`src/rtl/fifo_wr_pkg.sv`:
```
// Shared types and helpers for the FIFO write-side packer.
package fifo_wr_pkg;

  // Default width of one FIFO entry; producer words are twice this.
  localparam int FIFO_WIDTH_DEF = 16;

  // Packer states. WR_CSUM is only reachable when the checksum build is on.
  typedef enum logic [1:0] {
    IDLE    = 2'd0,
    WR_LO   = 2'd1,
    WR_HI   = 2'd2,
    WR_CSUM = 2'd3
  } wr_state_e;

  // The FIFO takes a write only when we request it, it has room, and no read
  // is in flight in the same cycle. A read collision silently drops the
  // write, so it must be treated exactly like full.
  function automatic logic wr_accept(input logic wen, input logic full,
                                     input logic ren);
    return wen & ~full & ~ren;
  endfunction

endpackage

```
`src/rtl/fifo_wr_csum.sv`:
```
// Per-packet running checksum: sum of data halves modulo 2^W.
module fifo_wr_csum #(
  parameter int W = 16
) (
  input  logic         clk_a,
  input  logic         rst,
  input  logic         clr,
  input  logic         add_en,
  input  logic [W-1:0] din,
  output logic [W-1:0] sum
);

  // Clear wins over add; the packer never requests both in one cycle.
  always_ff @(posedge clk_a) begin
    if (rst || clr) sum <= '0;
    else if (add_en) sum <= sum + din;
  end

endmodule

```
`src/rtl/fifo_wr_packer.sv`:
```
// Write-side packer: splits 2*FIFO_WIDTH words into low/high FIFO writes.
// Optional per-packet checksum half enabled by defining FIFO_WR_CSUM_EN.
module fifo_wr_packer
  import fifo_wr_pkg::*;
#(
  parameter int FIFO_WIDTH = FIFO_WIDTH_DEF,
  parameter int PKT_CNT_W  = 8
) (
  input  logic                    clk_a,
  input  logic                    rst,
  input  logic                    s_valid,
  output logic                    s_ready,
  input  logic [2*FIFO_WIDTH-1:0] s_data,
  input  logic                    s_last,
  input  logic                    fifo_full,
  input  logic                    fifo_ren,
  output logic                    fifo_wen,
  output logic [FIFO_WIDTH-1:0]   fifo_din,
  output logic                    fifo_enable,
  output logic [15:0]             half_count,
  output logic [PKT_CNT_W-1:0]    pkt_count,
  output logic                    busy
);

  wr_state_e               state, nxt;
  logic [2*FIFO_WIDTH-1:0] hold_data;
  logic                    hold_last;
  logic                    accept;
  logic                    data_acc;
  logic                    pkt_done;

  assign accept   = wr_accept(fifo_wen, fifo_full, fifo_ren);
  assign data_acc = accept && (state == WR_LO || state == WR_HI);
  assign busy     = (state != IDLE);

`ifdef FIFO_WR_CSUM_EN
  logic [FIFO_WIDTH-1:0] csum;
  logic                  csum_clr;

  assign csum_clr = accept && (state == WR_CSUM);
  assign pkt_done = csum_clr;

  fifo_wr_csum #(.W(FIFO_WIDTH)) u_csum (
    .clk_a  (clk_a),
    .rst    (rst),
    .clr    (csum_clr),
    .add_en (data_acc),
    .din    (fifo_din),
    .sum    (csum)
  );
`else
  assign pkt_done = accept && (state == WR_HI) && hold_last;
`endif

  // State register.
  always_ff @(posedge clk_a) begin
    if (rst) state <= IDLE;
    else     state <= nxt;
  end

  // Next state and Moore outputs; fifo_din is zero whenever not writing.
  always_comb begin
    nxt      = state;
    s_ready  = 1'b0;
    fifo_wen = 1'b0;
    fifo_din = '0;
    case (state)
      IDLE: begin
        s_ready = 1'b1;
        if (s_valid) nxt = WR_LO;
      end
      WR_LO: begin
        fifo_wen = 1'b1;
        fifo_din = hold_data[FIFO_WIDTH-1:0];
        if (accept) nxt = WR_HI;
      end
      WR_HI: begin
        fifo_wen = 1'b1;
        fifo_din = hold_data[2*FIFO_WIDTH-1:FIFO_WIDTH];
`ifdef FIFO_WR_CSUM_EN
        if (accept) nxt = hold_last ? WR_CSUM : IDLE;
`else
        if (accept) nxt = IDLE;
`endif
      end
      WR_CSUM: begin
`ifdef FIFO_WR_CSUM_EN
        fifo_wen = 1'b1;
        fifo_din = csum;
        if (accept) nxt = IDLE;
`else
        nxt = IDLE;
`endif
      end
      default: nxt = IDLE;
    endcase
  end

  // Capture the producer word on handshake; held until both halves land.
  always_ff @(posedge clk_a) begin
    if (rst) begin
      hold_data <= '0;
      hold_last <= 1'b0;
    end else if (state == IDLE && s_valid) begin
      hold_data <= s_data;
      hold_last <= s_last;
    end
  end

  // Accepted-half and completed-packet counters, both free-running wraps.
  always_ff @(posedge clk_a) begin
    if (rst) begin
      half_count <= '0;
      pkt_count  <= '0;
    end else begin
      if (data_acc) half_count <= half_count + 16'd1;
      if (pkt_done) pkt_count  <= pkt_count + PKT_CNT_W'(1);
    end
  end

  // FIFO global enable rises the first cycle out of reset.
  always_ff @(posedge clk_a) begin
    if (rst) fifo_enable <= 1'b0;
    else     fifo_enable <= 1'b1;
  end

endmodule
```
`config.mk`:
```
export PLATFORM = sky130hd
export DESIGN_NAME = fifo_wr_packer
export DESIGN_NICKNAME = d
export VERILOG_FILES = /design/src/rtl/fifo_wr_pkg.sv /design/src/rtl/fifo_wr_csum.sv /design/src/rtl/fifo_wr_packer.sv
export SDC_FILE = /design/constraint.sdc
export NUM_CORES = 1
export LEC_CHECK = 0
export ABC_AREA = 0
export BUFFER_PORTS_ARGS = -buffer_cell sky130_fd_sc_hd__clkbuf_2
export CAP_MARGIN = 20
export CELL_PAD_IN_SITES_DETAIL_PLACEMENT = 0
export CELL_PAD_IN_SITES_GLOBAL_PLACEMENT = 1
export CORE_ASPECT_RATIO = 1.25
export CORE_UTILIZATION = 39
export CTS_BUF_LIST = sky130_fd_sc_hd__clkbuf_8 sky130_fd_sc_hd__clkbuf_16
export CTS_CLUSTER_SIZE = 12
export DETAILED_ROUTE_END_ITERATION = 12
export PLACE_DENSITY_LB_ADDON = 0.1
export SETUP_SLACK_MARGIN = 0.3
export SLEW_MARGIN = 20
export SYNTH_ARGS = -nofsm -noshare
export SYNTH_HDL_FRONTEND = slang
export SYNTH_SLANG_ARGS = --single-unit
```
`constraint.sdc`:
```
create_clock -name clk_a -period 3.75 [get_ports clk_a]
set_clock_uncertainty 0.15 [all_clocks]
set_input_delay 0.75 -clock clk_a [delete_from_list [all_inputs] [get_ports clk_a]]
set_output_delay 0.75 -clock clk_a [all_outputs]
set_load 0.05 [all_outputs]
```
Word-level counts from Yosys, hierarchy flattened
Cells that the tools add are included.

Muxes and demuxes: 8. Reductions and logical operators: 9. Add/sub/neg operators: 2. Equal/unequal tests: 6. Bitwise operators: 4.

Operators with widths (number): $pmux 16 s2 (1); $add 16x1->16 const B (1); $add 8x1->8 const B (1); $pmux 2 s4 (1); $mux 2 (3); $ne 2x2->1 const B (3); $eq 2x2->1 const B (2); $logic_and 1x1->1 (4); $mux 1 (3); $reduce_and 3->1 (1); $and 1x1->1 (2); $eq 2x1->1 const B (1); $logic_not 2->1 (1); $not 1->1 (2); $reduce_bool 2->1 (1); $reduce_or 2->1 (1); $logic_or 1x1->1 (1).

Bits in registers: 60. Input port bits: 38.

Longest topological paths before layout
Gate-level depths: netlist of the first run.

Depth in word-level cells: 7. Depth in mapped cells: 8. Mapped depth without buffers: 6.

Worst setup path before layout of the first run
OpenSTA, ideal clock, no wires.

Path type: register to output. Start: register state[0]. End: output fifo_din[0]. Stages on the path, launching flop included: 6. Data required time: 2850 ps. Arrival time: 2191 ps. Path buffers: 2. Setup slack: 659 ps. Path through: dfxtp_1 > inv_1 > ha_1 > buf_6 > clkbuf_1 > nor2b_1.

Word-level cells in the longest chain between the ends: 2.

Ends and longest elaborated chain: from (decl) (line fifo_wr_packer.sv:25) `wr_state_e state, nxt;`; from (signal assigned) (line fifo_wr_packer.sv:58) `else state <= nxt;`; $eq 2x2->1 or $eq 2x1->1 (tied branches) (line fifo_wr_packer.sv:67) `case (state)`; $pmux 16 s2 * (line fifo_wr_packer.sv:67); to (decl) (line fifo_wr_packer.sv:18) `output logic [FIFO_WIDTH-1:0] fifo_din,`.

Every way passes the cells marked *; elsewhere a longest branch is shown, timed or not.

Worst setup path in the final report of the first run
Start: register state[0]. End: output fifo_din[1].

The elaborated chain is that of the path after synthesis.

==> metrics.txt, run 1 <==
Root Buffer=clkbuf_8; Clock Sinks=60; initial core utilization=40.4%; Post-Synthesis Cells=326; Num CTS Buffers=9; post-synthesis net count=371; met1 WL=2980 um; Final WS setup=just under 800 ps; CTS tree=yes; Area Growth Syn to Fin=22.2%; asr flop ratio synth=0%; pin count of the biggest net entering global routing=34; top post-synthesis cells by area=dfxtp_1 (45%), nand2_1 (11%), a21oi_1 (7.3%); Place WS=about 1100 ps; FMAX=336 MHz; Synth Register Bits=60; clk slew on worst S/H paths=60 ps; Post-synth EDFFs=0; Worst EP required=2850 ps; layout cells sized above 1=25.6%; H-tree level count=3; initial antenna violation count=0; total of max-cap violations=0; DP HPWL=4250 um; Core ar.=6610 um^2; final wirelength=6260 um; Critical Setup Path Class=register to output port; Avg Cell Area, Syn=8.19 um^2; DRC Markers=0; Final Util=49.4%; final layout net count=444; ant diodes=0; grt ovf=0; status=complete, no violations; clock buffer depth=2; Clock Latency Late Sink=340 ps; first-pass GRT wire length=10200 um; setup_tns=0 ps; Final Max Slew Viols=0; maximum VDD drop=452 uV; Tcrit/Tclk final=around four fifths; Synth area leader=dfxtp_1; Die H=94.5 um; Synth Warn #=0; leak pwr=1.33 nW; post-synthesis sequential area ratio=45.0%; ANT nets after route=0; CP startpoint kind=register; CTS resizes=0; Hold WC Path Type=register to register; pwr dens=between 500 and 600 nW/um^2; DRT iter0 DRCs=99; Vias=2405; vias per cell=4.92; Buffers on Ports=just over 80; Wirelength per Cell=12.8 um; multi-input logic area=roughly 1400 um^2; area of the mapped netlist=2670 um^2; Die W=76.0 um; post-CTS setup buffers=0; Final setup violation count=0; Top FF cell, synth=dfxtp_1; FILL cells=716; Placer Congestion=0.734; crit path time final=2980 ps; Worst Path Arrival=2080 ps; post-synthesis cell type count=35; Final Instance Area=3270 um^2; DRT Pass-1 Iters=4; CP endpoint kind=output port; Hold Worst Slack=just over 300 ps; unrepaired setup endpoints after global routing=false; highest fanout seen on the critical path=18; Post-synth top cells=nand2_1 (78), dfxtp_1 (60), a21oi_1 (39), nor2_1 (22), nor2b_1 (17); vias in the first global route=2235; Fin. Hold Viols=0; Yosys top cell area share=between 40 and 50%; die area=7190 um^2; Top Ports=between 80 and 90; cts hold-fix bufs=0; met3 WL=347 um; row count=33; GRT Util Overall=18.2%; Worst-Margin Slew=703 ps; FF+latch area=1200 um^2; Slew HR=53.1%; DR WL met2=about 2800 um; dominant cell by count in the synthesized netlist=nand2_1; Post-DP Area=3110 um^2; DR top layer=met4
area by class of cell:
| class | instances | share of cell area, % |
|---|---|---|
| clock buffers | 10 | 4.21 |
| well taps | 87 | 3.33 |
| clock inverters | 4 | 0.575 |
| inverters | 6 | 0.690 |
| repair buffers | 83 | 12.9 |
| flip-flops and latches | 60 | 36.8 |
| multi-input cells | 239 | 41.5 |
power by group:
group          total (mW)  internal [mW]  switching [mW]
Sequential          0.749          0.708          0.0409
Combinational       0.600          0.183           0.417
Clock               0.474          0.244           0.230
Total                1.82           1.14           0.688
kinds of logic (layout without fill, tap and decap cells):
group / Yosys count / count (layout) / synth area share [%]
xor gates and xnor gates: 16 / 16 / 5.25
muxes: 3 / 3 / 1.17
DFF: 60 / 60 / 45.0
AOI/OAI and AO/OA: 63 / 63 / 13.6
and+or+nand+nor: 150 / 150 / 27.4
buffers and inverters: 27 / 103 / 4.36
adders and majority gates: 7 / 7 / 3.28
registers in the layout, summed over array words and instances (netlist names):
| signal | cells |
|---|---|
| state | 2 |
| fifo_enable | 1 |
| hold_last | 1 |
| half_count | 16 |
| hold_data | 32 |
| pkt_count | 8 |
critical path, stage by stage, from the launching register on:
cell and delay, ps:
dfxtp_1 330, inv_1 110, ha_1 620, a22oi_1 190, nor2b_1 170, clkbuf_2 310
metrics by stage:
stage	power [mW]	std cells
after CTS	1.85	489
after global routing	1.93	489
after floorplan	1.24	326
final	1.82	489
after detailed placement	1.37	475
after global placement	1.37	475
worst paths after layout:
path | startpoint | to | slack, ps | cells after the start
max | state[0] | fifo_din[1] | 770 | 5
min reg2reg | hold_data[12] | hold_data[12] | 300 | 2
min | hold_data[12] | hold_data[12] | 300 | 2
max reg2reg | state[0] | half_count[15] | 1070 | 6
cell usage in the layout, fill, tap and decap left out, types with 6 or more instances in the layout:
| cell type | n |
|---|---|
| a21oi_1 | 39 |
| a22oi_1 | 16 |
| clkbuf_2 | 81 |
| clkbuf_8 | 10 |
| dfxtp_1 | 60 |
| ha_1 | 7 |
| inv_1 | 7 |
| nand2_1 | 77 |
| nand4_1 | 6 |
| nor2_1 | 22 |
| nor2b_1 | 17 |
| xnor2_1 | 9 |
| xor2_1 | 7 |
per-layer routing:
layer / vias to the layer above / track usage, %
met2: 64 / 29.6
met1: 1091 / 22.7
met4: 0 / 9.13
met3: 10 / 4.25
li1: 1240 / -
met5: - / 0
Power figures use the tool's default switching activity.
==> inputs of run 2 (changes only) <==
ABC_AREA = 1   (was 0)
CORE_UTILIZATION = 32   (was 39)
clock period = 2.4 ns   (was 3.75 ns; I/O delays follow)
==> metrics.txt, run 2 <==
Synth area leader=dfxtp_1; final layout net count=537; Final setup violation count=0; area of the mapped netlist=2790 um^2; post-synthesis sequential area ratio=43.0%; Num CTS Buffers=9; DRT iter0 DRCs=93; Vias=about 2800; pwr dens=948 nW/um^2; die area=roughly 9000 um^2; layout cells sized above 1=~29%; Synth Register Bits=60; met1 Track Usage GR=20.4%; asr flop ratio synth=0%; grt met2 use=30.0%; leading cell type in the layout, fill and taps excluded=nor2_1; hold_sp=s_data[29]; Avg Cell Area, Syn=6.83 um^2; Post-Synthesis Cells=409; Worst EP required=~1800 ps; total of max-cap violations=0; Critical Setup Path Class=register to output port; final cell count without fillers=594; Final Instance Area=3910 um^2; dominant cell by count in the synthesized netlist=nor2_1; multi-input logic area=1600 um^2; Post-synth EDFFs=0; Final Max Slew Viols=0; initial core utilization=roughly a third; Worst Path Arrival=1680 ps; most frequent cells in the layout=nor2_1 (104), nand2_1 (90), clkbuf_2 (65), dfxtp_1 (58), o21ai_0 (36); Final WS setup=93.2 ps; largest family of logic cells by synthesized area=simple AND/OR/NAND/NOR gates; CP startpoint kind=register; vias per cell=approximately 4.7; DRT Pass-1 Iters=4; clk slew on worst S/H paths=approximately 70 ps; post-synthesis cell type count=33; Most flops, register=hold_data; Top Ports=82; Buffers on Ports=81; Post-Place Cells=between 500 and 600; highest fanout seen on the critical path=8; DP HPWL=approximately 5200 um; row count=37; Tcrit/Tclk final=between 90 and 100%; unrepaired setup endpoints after global routing=true; Top FF cell, synth=dfxtp_1; Place WS=282 ps; GRT Util Overall=17.3%; vias in the first global route=2652; grt ovf=0; top post-synthesis cells by area=dfxtp_1 (43%), nor2_1 (14%), nand2_1 (12%); Post-Synth Simple-Gate Area=roughly a third; Clock Latency Late Sink=340 ps; Die W=85.6 um; Wirelength per Cell=~13 um; Area Growth Syn to Fin=40.0%; worst setup path startpoint=state[1]; Synth Warn #=0; initial antenna violation count=0; post-synthesis mux area share=0%; Hold WC Path Type=input pin to register; final wirelength=about 7700 um; Placer Congestion=0.775; pin count of the biggest net entering global routing=38; Hold Worst Slack=238 ps; Post-DP Area=about 3500 um^2; status=complete, no violations; Adder-Cell Fraction of Synth Area=3.13%; Worst-Margin Slew=a little under 600 ps; DRC Markers=0; FILL cells=about 860; Largest regs=hold_data (32), half_count (16), pkt_count (8); Largest register FFs=32; FMAX=434 MHz; Slew HR=around three fifths; ant diodes=0; clock buffer depth=2; H-tree level count=3; setup_tns=0 ps; Die H=106 um; Root Buffer=clkbuf_8; leak pwr=1.61 nW; met3 GRT Util=3.34%; first-pass GRT wire length=between 10000 and 15000 um; CTS tree=yes; maximum VDD drop=393 uV; XOR/XNOR share of the synthesized area=0.313%; Post-synth top cells=nor2_1 (104), nand2_1 (90), dfxtp_1 (60), o21ai_0 (36), a21oi_1 (28); FF+latch area=1200 um^2; origin of the critical flop-to-flop path=state[1]; Compound-Gate Fraction of Synth Area=12.7%; busiest layer in global routing=met2; ANT nets after route=0; Clock Sinks=60; CP endpoint kind=output port; post-synthesis net count=roughly 450; crit path time final=2310 ps; Fin. Hold Viols=0; Yosys top cell area share=43.0%; Core ar.=8330 um^2
==> run 2: cell types whose count changed after synthesis, sizes merged, moves of 4 or more <==
| cell | delta |
|---|---|
| nand2 | +14 |
| nand3 | +12 |
| xnor2 | -8 |
| nor4 | -5 |
| a21oi | -10 |
| a22oi | -16 |
| buf | +4 |
| xor2 | -7 |
| clkbuf | -7 |
| nor2b | -17 |
| inv | +21 |
| nor2 | +85 |
| o21ai | +33 |
==> run 2: logic make-up after synthesis <==
family                     Yosys count
AOI/OAI and AO/OA                   69
xor gates and xnor gates             1
adders and majority gates            7
buffers and inverters               45
DFF                                 60
and+or+nand+nor                    227
==> run 2: worst paths after layout <==
path / endpoint / slack [ps] / depth (start not counted)
setup / recovery: fifo_din[10] / 90 / 6
hold / removal: hold_data[29] / 240 / 3
setup reg to reg: pkt_count[6] / 560 / 8
hold reg to reg: pkt_count[4] / 330 / 2
==> run 2: what timing repair did <==
item                       4_1_cts  5_1_grt
setup endpoints to repair       16       49
hold buffers                     0        0
gates cloned                     0        1
gates resized for setup         34       20
setup buffers                    0        3
==> run 2: per-layer routing <==
| metal | share of wire, % | routed length, um | vias up |
|---|---|---|---|
| met3 | 4.3 | 334 | 12 |
| met1 | 45 | 3460 | 1251 |
| met5 | 0 | 0 | - |
| li1 | - | - | 1466 |
| met2 | 49 | 3770 | 64 |
| met4 | 1.8 | 140 | 0 |
==> run 2: worst max-delay path: stages, from the launching register on <==
cell and delay (ps):
dfxtp_2 360, inv_4 50, ha_4 270, clkinvlp_4 140, clkbuf_16 220, a21oi_4 140, buf_8 160
==> run 2: stage by stage <==
| stage | total power, mW | utilization [%] |
|---|---|---|
| 2_1_floorplan | 2.34 | - |
| 3_3_place_gp | 2.58 | 41.6 |
| 3_5_place_dp | 2.60 | 41.6 |
| 4_1_cts | 3.59 | 45.7 |
| 5_1_grt | 3.94 | 47.0 |
| 6_report | 3.71 | 47.0 |
==> run 2: layout make-up <==
cell class / instances / area share (%)
multi-input combinational: 304 / 40.8
tap: 97 / 3.10
inverter: 27 / 2.85
timing repair buffer: 90 / 17.6
clock buffer: 9 / 3.17
sequential: 60 / 30.8
clock inverter: 7 / 1.73
==> run 2: where the power goes <==
part,total [mW],internal (mW),switching [mW]
Sequential,1.25,1.16,0.0855
Combinational,1.58,0.536,1.04
Clock,0.886,0.473,0.413
